===== config.mk =====
export PLATFORM = sky130hd
export DESIGN_NAME = seq_divider_16by8
export DESIGN_NICKNAME = d
export VERILOG_FILES = /design/src/rtl/seq_divider_16by8.sv
export SDC_FILE = /design/constraint.sdc
export NUM_CORES = 1
export LEC_CHECK = 0
export CAP_MARGIN = 5
export CORE_MARGIN = 3
export CORE_UTILIZATION = 56
export CTS_CLUSTER_SIZE = 25
export DETAILED_ROUTE_END_ITERATION = 12
export HOLD_SLACK_MARGIN = 0.05
export PLACE_DENSITY_LB_ADDON = 0.15
export SLEW_MARGIN = 15
export SYNTH_ARGS = -nofsm -noshare
export SYNTH_HDL_FRONTEND = slang
export SYNTH_SLANG_ARGS = --single-unit

===== constraint.sdc =====
create_clock -name clk -period 2.9 [get_ports clk]
set_clock_uncertainty 0.15 [all_clocks]
set_input_delay 0.435 -clock clk [delete_from_list [all_inputs] [get_ports clk]]
set_output_delay 0.435 -clock clk [all_outputs]
set_load 0.005 [all_outputs]

===== src/rtl/seq_divider_16by8.sv =====
// Multi-cycle radix-2 restoring divider: 16-bit dividend / 8-bit divisor -> 8-bit quotient/remainder.
// Unsigned or two's-complement operands selected by div_sel; fixed 17-edge latency per operation.
module seq_divider_16by8 (
   input  logic        clk,
   input  logic        rst_n,
   input  logic        start,
   input  logic        div_sel,
   input  logic [15:0] dividend,
   input  logic [7:0]  divisor,
   output logic [7:0]  quotient,
   output logic [7:0]  remainder,
   output logic        busy,
   output logic        done,
   output logic        overflow,
   output logic        div_by_zero,
   output logic        negative,
   output logic        zero
);

   localparam int unsigned DW   = 16;
   localparam int unsigned SW   = 8;
   localparam int unsigned ITER = 16;
   localparam int unsigned CW   = 4;

   typedef enum logic [1:0] {
      S_IDLE = 2'd0,
      S_CALC = 2'd1,
      S_FIX  = 2'd2
   } state_t;

   state_t          state_q, state_d;
   logic [CW-1:0]   cnt_q, cnt_d;
   logic [DW-1:0]   quo_q, quo_d;
   logic [SW-1:0]   rem_q, rem_d;
   logic [SW-1:0]   dvs_q, dvs_d;
   logic [SW-1:0]   dvd_lo_q, dvd_lo_d;
   logic            sgn_a_q, sgn_a_d;
   logic            sgn_b_q, sgn_b_d;
   logic            sel_q, sel_d;
   logic            dbz_q, dbz_d;

   logic [SW-1:0]   quotient_d, remainder_d;
   logic            busy_d, done_d, overflow_d, div_by_zero_d, negative_d, zero_d;

   // restoring step signals
   logic [SW:0]     rem_shift;
   logic [SW:0]     diff;
   logic            ge;
   logic [DW-1:0]   step_quo;
   logic [SW-1:0]   step_rem;

   // sign-fix signals
   logic            q_neg;
   logic [DW-1:0]   q_sgn;
   logic [SW-1:0]   r_sgn;
   logic            ovf_raw;
   logic [SW-1:0]   fin_q, fin_r;
   logic            fin_ovf;
   logic [DW-1:0]   dvd_mag;
   logic [SW-1:0]   dvs_mag;
   logic            unused_bits;

   // Partial remainder always stays below the divisor, so the shifted value fits in SW+1 bits.
   always_comb begin
      rem_shift = {rem_q, quo_q[DW-1]};
      diff      = rem_shift - {1'b0, dvs_q};
      ge        = (rem_shift >= {1'b0, dvs_q});
      step_quo  = {quo_q[DW-2:0], ge};
      step_rem  = ge ? diff[SW-1:0] : rem_shift[SW-1:0];
   end

   // Operand magnitudes; -32768 maps onto 16'h8000 which is still a valid unsigned magnitude.
   always_comb begin
      dvd_mag = (div_sel && dividend[DW-1]) ? DW'(~dividend + DW'(1)) : dividend;
      dvs_mag = (div_sel && divisor[SW-1])  ? SW'(~divisor + SW'(1))  : divisor;
   end

   // Sign correction, range check and divide-by-zero override of the final result.
   always_comb begin
      q_neg   = sel_q & (sgn_a_q ^ sgn_b_q);
      q_sgn   = q_neg ? DW'(~quo_q + DW'(1)) : quo_q;
      r_sgn   = (sel_q && sgn_a_q) ? SW'(~rem_q + SW'(1)) : rem_q;
      if (sel_q) begin
         ovf_raw = q_neg ? (quo_q > DW'(128)) : (quo_q > DW'(127));
      end else begin
         ovf_raw = (quo_q > DW'(255));
      end
      if (dbz_q) begin
         fin_q   = '1;
         fin_r   = dvd_lo_q;
         fin_ovf = 1'b0;
      end else begin
         fin_q   = q_sgn[SW-1:0];
         fin_r   = r_sgn;
         fin_ovf = ovf_raw;
      end
   end

   assign unused_bits = &{1'b0, q_sgn[DW-1:SW], diff[SW]};

   // State and datapath registers
   always_ff @(posedge clk) begin
      if (!rst_n) begin
         state_q     <= S_IDLE;
         cnt_q       <= '0;
         quo_q       <= '0;
         rem_q       <= '0;
         dvs_q       <= '0;
         dvd_lo_q    <= '0;
         sgn_a_q     <= 1'b0;
         sgn_b_q     <= 1'b0;
         sel_q       <= 1'b0;
         dbz_q       <= 1'b0;
         quotient    <= '0;
         remainder   <= '0;
         busy        <= 1'b0;
         done        <= 1'b0;
         overflow    <= 1'b0;
         div_by_zero <= 1'b0;
         negative    <= 1'b0;
         zero        <= 1'b0;
      end else begin
         state_q     <= state_d;
         cnt_q       <= cnt_d;
         quo_q       <= quo_d;
         rem_q       <= rem_d;
         dvs_q       <= dvs_d;
         dvd_lo_q    <= dvd_lo_d;
         sgn_a_q     <= sgn_a_d;
         sgn_b_q     <= sgn_b_d;
         sel_q       <= sel_d;
         dbz_q       <= dbz_d;
         quotient    <= quotient_d;
         remainder   <= remainder_d;
         busy        <= busy_d;
         done        <= done_d;
         overflow    <= overflow_d;
         div_by_zero <= div_by_zero_d;
         negative    <= negative_d;
         zero        <= zero_d;
      end
   end

   // Next-state and next-output logic
   always_comb begin
      state_d       = state_q;
      cnt_d         = cnt_q;
      quo_d         = quo_q;
      rem_d         = rem_q;
      dvs_d         = dvs_q;
      dvd_lo_d      = dvd_lo_q;
      sgn_a_d       = sgn_a_q;
      sgn_b_d       = sgn_b_q;
      sel_d         = sel_q;
      dbz_d         = dbz_q;
      quotient_d    = quotient;
      remainder_d   = remainder;
      busy_d        = busy;
      done_d        = 1'b0;
      overflow_d    = overflow;
      div_by_zero_d = div_by_zero;
      negative_d    = negative;
      zero_d        = zero;

      case (state_q)
         S_IDLE: begin
            if (start) begin
               quo_d    = dvd_mag;
               rem_d    = '0;
               dvs_d    = dvs_mag;
               dvd_lo_d = dividend[SW-1:0];
               sgn_a_d  = div_sel & dividend[DW-1];
               sgn_b_d  = div_sel & divisor[SW-1];
               sel_d    = div_sel;
               dbz_d    = (divisor == '0);
               cnt_d    = '0;
               busy_d   = 1'b1;
               state_d  = S_CALC;
            end
         end
         S_CALC: begin
            quo_d = step_quo;
            rem_d = step_rem;
            cnt_d = cnt_q + CW'(1);
            if (cnt_q == CW'(ITER - 1)) begin
               state_d = S_FIX;
            end
         end
         S_FIX: begin
            quotient_d    = fin_q;
            remainder_d   = fin_r;
            overflow_d    = fin_ovf;
            div_by_zero_d = dbz_q;
            negative_d    = sel_q & fin_q[SW-1];
            zero_d        = (fin_q == '0);
            done_d        = 1'b1;
            busy_d        = 1'b0;
            cnt_d         = '0;
            state_d       = S_IDLE;
         end
         default: begin
            state_d = S_IDLE;
         end
      endcase
   end

endmodule


Yosys cells after proc, flatten, opt, wreduce, memory -nomap -nowiden
Index checks and enable logic that the tools add are counted. W data, S select, Z words.

Bits of input ports: 28. Memories kept: 0. Bits in latches: 0. Register bits: 72. Output and inout port bits: 22. Bits in writable memories: 0. Bits in read-only memories: 0.

Bitwise operators: 9. $mul: 0. Magnitude comparators: 4. $add $sub $neg: 6. Reductions and logical operators: 14. Shift operators: 0. Divide/modulo/power cells: 0. Eq/ne operators: 5. Mux-type cells: 22.

Operators by type and width (count): $mux W8 (7); $gt A16 B8 Y1 const B (2); $mux W16 (2); $pmux W16 S2 (1); $add A8 B1 Y8 const B (3); $not A8 Y8 (3); $add A16 B1 Y16 const B (1); $gt A16 B7 Y1 const B (1); $logic_not A8 Y1 (2); $not A16 Y16 (1); $pmux W8 S2 (1); $pmux W4 S3 (1); $reduce_and A2 Y1 (5); $ge A9 B8 Y1 (1); $sub A8 B8 Y8 (1); $mux W1 (5); $add A4 B1 Y4 const B (1); $and A1 B1 Y1 (4); $eq A4 B4 Y1 const B (1); $mux W2 (2); $mux W4 (1); $ne A2 B2 Y1 const B (2); $pmux W2 S2 (1); $reduce_bool A2 Y1 (2); other kinds (7) (9).

Depth between registers and ports, before layout
Gate-level depths: netlist of run 1.

Word-level depth: 5. Mapped depth: 10.

Worst setup path before layout of run 1
Ideal clock, no wire load.

Path kind: reg-to-reg. Start point: register rem_q[0]. End point: register rem_q[0]. Period minus slack after synthesis: 2.339 ns. Library setup time: 0.117 ns. Arrival time: 2.071 ns. Cell stages (with the launch flop): 8. Setup slack: 0.561 ns. Path through: dfxtp_1 -> ha_1 -> nor2b_1 -> o21ba_2 -> or2_2 -> o31ai_2 -> nand3_1 -> a32o_1.

Longest elaborated chain between the ends: 3.

RTL lines: start: declaration (RTL line 34) `logic [SW-1:0] rem_q, rem_d;`; start signal: assignment (RTL line 126) `rem_q <= rem_d;`; $ge A9 B8 Y1 (RTL line 67) `ge = (rem_shift >= {1'b0, dvs_q});`; $mux W8 (RTL line 69) `step_rem = ge ? diff[SW-1:0] : rem_shift[SW-1:0];`; $pmux W8 S2 (RTL line 165) `case (state_q)`.

No other way between the ends. A chain may end at the register's enable or synchronous reset.

Worst setup path in the final report of run 1
Same ends and word-level chain as after synthesis.

==> impl_metrics.toml, run 1 <==
[cts]
root_buffer = "clkbuf_8"
clk_path_buf_depth = 2
cts_setup_buffers = 0
tritoncts = "done"
numCtsBuffers = 9
clkLatencyLatePin_ns = 0.34
clk_pin_slew_ns = 0.07
clock_sinks = 72
postCtsResizedCells = 0
hold_buffers = 0
htree_levels = 3

[global_routing]
gr-usage-all-layers = 0.236
grt_pass1_wl_mm = 16.1
grt_pass1_vias = 3490
antenna_found_initial = 0
overflow = 0
grt_max_degree = 36

[layout]
diodes = 0
drive_gt1_frac = 0.0551
fillers = 604
syn_to_final_growth_pct = 19.1
stdcell_count = 659
layout_common_cells = "nand2_1, dfxtp_1, nor2_1"
final_net_count = 601

[yosys]
synth_area_um2 = 4030
synth-edff-count = 0
syn_nets = 565
ys_seq_area_frac = 0.358
yosysUniqueCellTypes = 50
synth_warnings = 0
syn_avg_cell_area_um2 = 7.71
ys_async_sr_fraction = 0
ys_ff_latch = 72
syn_inst = 523
dominantRegCellSynth = "dfxtp_1"

[floorplanning]
die_area_um2 = 8250
die_w_um = 90.8
std_cell_rows = 30
core-area_um2 = 6870
io_pins = 50
die_y_um = 90.8
initial_core_util = 0.587

[power_and_ir_drop]
cellPowerDensity_nw_per_um2 = 650
vdd_ir_drop_max_uv = 321
p_leak_uw = 0.00173

[worst_setup_path]
worstPathCellList = "ha_1 > nor2b_1 > o21ba_2 > or2_2 > o31ai_2 > nand3_1 > a32o_1"
required_ns = 2.99
slowest_delay_ns = 0.49
cp-start-kind = "register"
worstPathArrival_ns = 2.64
endpoint_kind = "register"
cp_max_fo = 8
worstSetupPathType = "register to register"
cp_slowest_cell = "dfxtp_1"

[placement]
place_congestion = 0.894
hpwl_mm = 7.32
dp_worst_setup_slack_ns = 0.372
port_buffers = 49
dp_cells = 644

[sta]
rsz0062_at_grt = "no"
layout_setup_ws_ns = 0.349
finalSetupViolCount = 0
max_clock_freq_ghz = 0.392
hold_violations = 0
worstMarginPinSlew_ns = 0.649
totalNegativeSetupSlack_ns = 0
fin_crit_sh = 0.880
max_slew_margin = 0.567
fin_crit_ns = 2.55
whs_ns = 0.304
slew_violations = 0

[hold_path]
worstHoldPathType = "register to register"

[job]
drv_cap = 0

[detailed_routing]
ant_nets = 0
drt_pre_antenna_iters = 6
drt_wl_total_mm = 9.69
vias = 3874
via_per_inst = 5.88
wl_per_cell_um = 14.7
first_iter_violations = 357
drc = 0

[status]
status = "finished, final reports clean"
critical path, delay by kind of cell (launching register included):
| family | cells | cell delay (ns) |
|---|---|---|
| flip-flops | 1 | 0.49 |
| AO/OA/AOI/OAI | 3 | 0.93 |
| adder cells (fa/ha/maj) | 1 | 0.30 |
| AND/OR/NAND/NOR | 3 | 0.59 |
logic make-up (layout without fill, tap and decap cells):
logic type	after synthesis	after routing	synth area share
and+or+nand+nor	201	201	0.231
AOI/OAI and AO/OA	147	147	0.233
DFF	72	72	0.358
buffers and inverters	52	92	0.0512
xor gates and xnor gates	32	32	0.0695
adders and majority gates	14	14	0.0453
muxes	5	5	0.0124
area by class of cell:
type	instances	area (um2)	area share
clock buffers	12	155	0.0323
clock inverters	3	65.1	0.0136
inverters	19	71.3	0.0149
multi-input cells	399	2390	0.498
flip-flops and latches	72	1440	0.300
well taps	96	120	0.0250
repair buffers	58	558	0.116
worst paths after layout:
check | start | to | slack, ns | cells past startpoint
setup / recovery | rem_q[0] | rem_q[0] | 0.35 | 7
hold / removal | div_by_zero | div_by_zero | 0.30 | 2
setup reg to reg | rem_q[0] | rem_q[0] | 0.35 | 7
hold reg to reg | div_by_zero | div_by_zero | 0.30 | 2
stage by stage:
stage | total power (uW) | area [um2] | util
2_1_floorplan | 1970 | 4030 | -
3_3_place_gp | 2210 | 4580 | 0.666
3_5_place_dp | 2240 | 4580 | 0.666
4_1_cts | 3120 | 4800 | 0.699
5_1_grt | 3310 | 4800 | 0.699
6_report | 3120 | 4800 | 0.699
where the power goes:
part / total (uW) / leakage [uW] / switching [uW] / internal [uW]
clock network: 885 / 0.000112 / 359 / 526
registers: 1190 / 0.000587 / 122 / 1070
logic: 1040 / 0.00103 / 583 / 462
cells in the mapped netlist, types with 8 or more instances:
master     n  area [um2]
nor4_1     9        56.3
clkbuf_1  30         113
o21ai_0   35         175
inv_1     19        71.3
nor3_1    13        65.1
a22oi_1   12        90.1
a21oi_1   46         230
ha_1      13         163
nand3_1   13        65.1
dfxtp_1   72        1440
xnor2_1   21         184
xor2_1    11        96.3
nand2_1   72         270
nor2_1    55         206
o211ai_1   8        60.1
routing by layer:
metal | global-route usage | wire length [um]
met3 | 0.0417 | 570
met5 | 0 | 0
met2 | 0.374 | 4470
met1 | 0.316 | 4430
met4 | 0.0980 | 220
registers in the layout (all words and copies together), names as in the netlist:
register,flops
quo_q,16
dvd_lo_q,8
dvs_q,8
quotient,8
rem_q,8
remainder,8
cnt_q,4
state_q,2
busy,1
dbz_q,1
div_by_zero,1
done,1
negative,1
overflow,1
sel_q,1
sgn_a_q,1
sgn_b_q,1
zero,1
Power figures use the tool's default switching activity.
==> run 2: changes to the inputs <==
--- a/config.mk
+++ b/config.mk
@@ -8,10 +8,9 @@
 export CAP_MARGIN = 5
 export CORE_MARGIN = 3
 export CORE_UTILIZATION = 56
-export CTS_CLUSTER_SIZE = 25
 export DETAILED_ROUTE_END_ITERATION = 12
 export HOLD_SLACK_MARGIN = 0.05
-export PLACE_DENSITY_LB_ADDON = 0.15
+export PLACE_DENSITY = 0.83
 export SLEW_MARGIN = 15
 export SYNTH_ARGS = -nofsm -noshare
 export SYNTH_HDL_FRONTEND = slang
==> impl_metrics.toml, run 2 (synthesis gave the netlist of run 1 again) <==
[worst_setup_path]
cp_slowest_cell = "dfxtp_1"
worstPathCellList = "ha_1 > nor2b_1 > o21ba_2 > or2_2 > o31ai_2 > nand3_1 > a32o_1"
endpoint = "rem_q[0]"
worstSetupPathType = "register to register"
cp_num_buf_inv = 0
setup.worst_path.start = "rem_q[0]"
required_ns = 3.00
worstPathArrival_ns = 2.69
endpoint_kind = "register"
cp-start-kind = "register"
slowest_delay_ns = 0.50
rr_startpoint = "rem_q[0]"
cp_max_fo = 8
worst-path-stages = 7
r2r-end = "rem_q[0]"
r2r_cells = 7
r2r_slack_ns = 0.30
path_delay_family = "compound AO/OA/AOI/OAI gates"

[power_and_ir_drop]
cellPowerDensity_nw_per_um2 = 638
power_frac_comb = 0.353
switching_share = 0.359
seqPwrFrac = 0.388
switching_power_uw = 1100
p_leak_uw = 0.00172
p_int_uw = 1960
total_power_uw = 3050
vdd_ir_drop_max_uv = 378
clock_power_share = 0.259

[sta]
fin_crit_sh = 0.895
hold_violations = 0
max_slew_margin = 0.579
max_clock_freq_ghz = 0.385
rsz0062_at_grt = "no"
worstMarginPinSlew_ns = 0.631
fin_crit_ns = 2.60
totalNegativeSetupSlack_ns = 0
finalSetupViolCount = 0
slew_violations = 0

[global_routing]
grt_max_degree = 36
overflow = 0
grt_pass1_vias = 3581
grt_pass1_wl_mm = 16.6
gr-usage-met2 = 0.400
grt_use_met3 = 0.0525
met1_usage = 0.314
antenna_found_initial = 0
gr-usage-all-layers = 0.244
top_usage_layer = "met2"

[placement]
placed_cell_area_um2 = 4590
port_buffers = 49
place_congestion = 0.903
hpwl_mm = 7.41

[layout]
design_area_um2 = 4790
drive_gt1_frac = 0.0567
diodes = 0
layout_common_cells = "nand2_1, dfxtp_1, nor2_1"
multiInputGateArea_um2 = 2390
top_register = "quo_q"
syn_to_final_growth_pct = 18.8
fillers = 567
final_net_count = 601
largest_reg_flops = 16
seqCellArea_um2 = 1440
utilization = 0.697

[floorplanning]
io_pins = 50
std_cell_rows = 30
initial_core_util = 0.587
core-area_um2 = 6870
die_area_um2 = 8250
die_w_um = 90.8
die_y_um = 90.8

[cts]
clk_pin_slew_ns = 0.08
clkLatencyLatePin_ns = 0.35
tritoncts = "done"
numCtsBuffers = 9
hold_buffers = 0
cts_setup_buffers = 0
root_buffer = "clkbuf_8"
clock_sinks = 72
postCtsResizedCells = 0
clk_path_buf_depth = 2
htree_levels = 3

[detailed_routing]
drt_pre_antenna_iters = 6
vias = 3907
wl_per_cell_um = 15.1
via_per_inst = 5.92
drc = 0
ant_nets = 0
drt_wl_total_mm = 9.98
first_iter_violations = 469

[hold_path]
hold_depth = 2
worstHoldPathType = "register to register"

[status]
status = "finished, final reports clean"

[job]
drv_cap = 0
==> run 2: cell type report <==
class | instances | area share
inverter | 19 | 0.0149
tap | 96 | 0.0251
clock buffer | 11 | 0.0295
clock inverter | 5 | 0.0118
timing repair buffer | 58 | 0.119
multi-input combinational | 399 | 0.499
sequential | 72 | 0.301
==> run 2: worst min path at each step <==
stage                     slack, ns           to        start
after CTS                      0.31  dvd_lo_q[0]  dvd_lo_q[0]
after detailed placement       0.30  dvd_lo_q[0]  dvd_lo_q[0]
after global placement         0.29     dvs_q[7]     dvs_q[7]
final                          0.30  dvd_lo_q[0]  dvd_lo_q[0]
after floorplan                0.28     dvs_q[7]     dvs_q[7]
after global routing           0.32  dvd_lo_q[0]  dvd_lo_q[0]
==> run 2: power groups by stage <==
| stage | logic, uW | registers, uW | clock network (uW) |
|---|---|---|---|
| after global placement | 1020 | 1200 | 0 |
| after CTS | 1060 | 1180 | 797 |
| after detailed placement | 1050 | 1210 | 0 |
| after global routing | 1200 | 1200 | 838 |
| after floorplan | 811 | 1150 | 0 |
| final | 1080 | 1180 | 792 |
==> run 2: per-stage QoR <==
stage / hold slack, ns / setup WS, ns / std cells
global route: 0.321 / 0.149 / 660
global placement: 0.290 / 0.384 / 644
floorplan: 0.282 / 0.561 / 523
detailed placement: 0.296 / 0.332 / 644
CTS: 0.305 / 0.318 / 660
finish: 0.304 / 0.305 / 660
==> run 2: metal layers <==
metal	share of wire	vias up
met5	0	-
li1	-	1937
met1	0.43	1749
met3	0.075	23
met4	0.020	0
met2	0.47	198
==> run 2: worst min-delay path, cell delays in order (launching register included) <==
cell     delay (ns)
dfxtp_1        0.31
nand2_1        0.05
a21oi_1        0.05
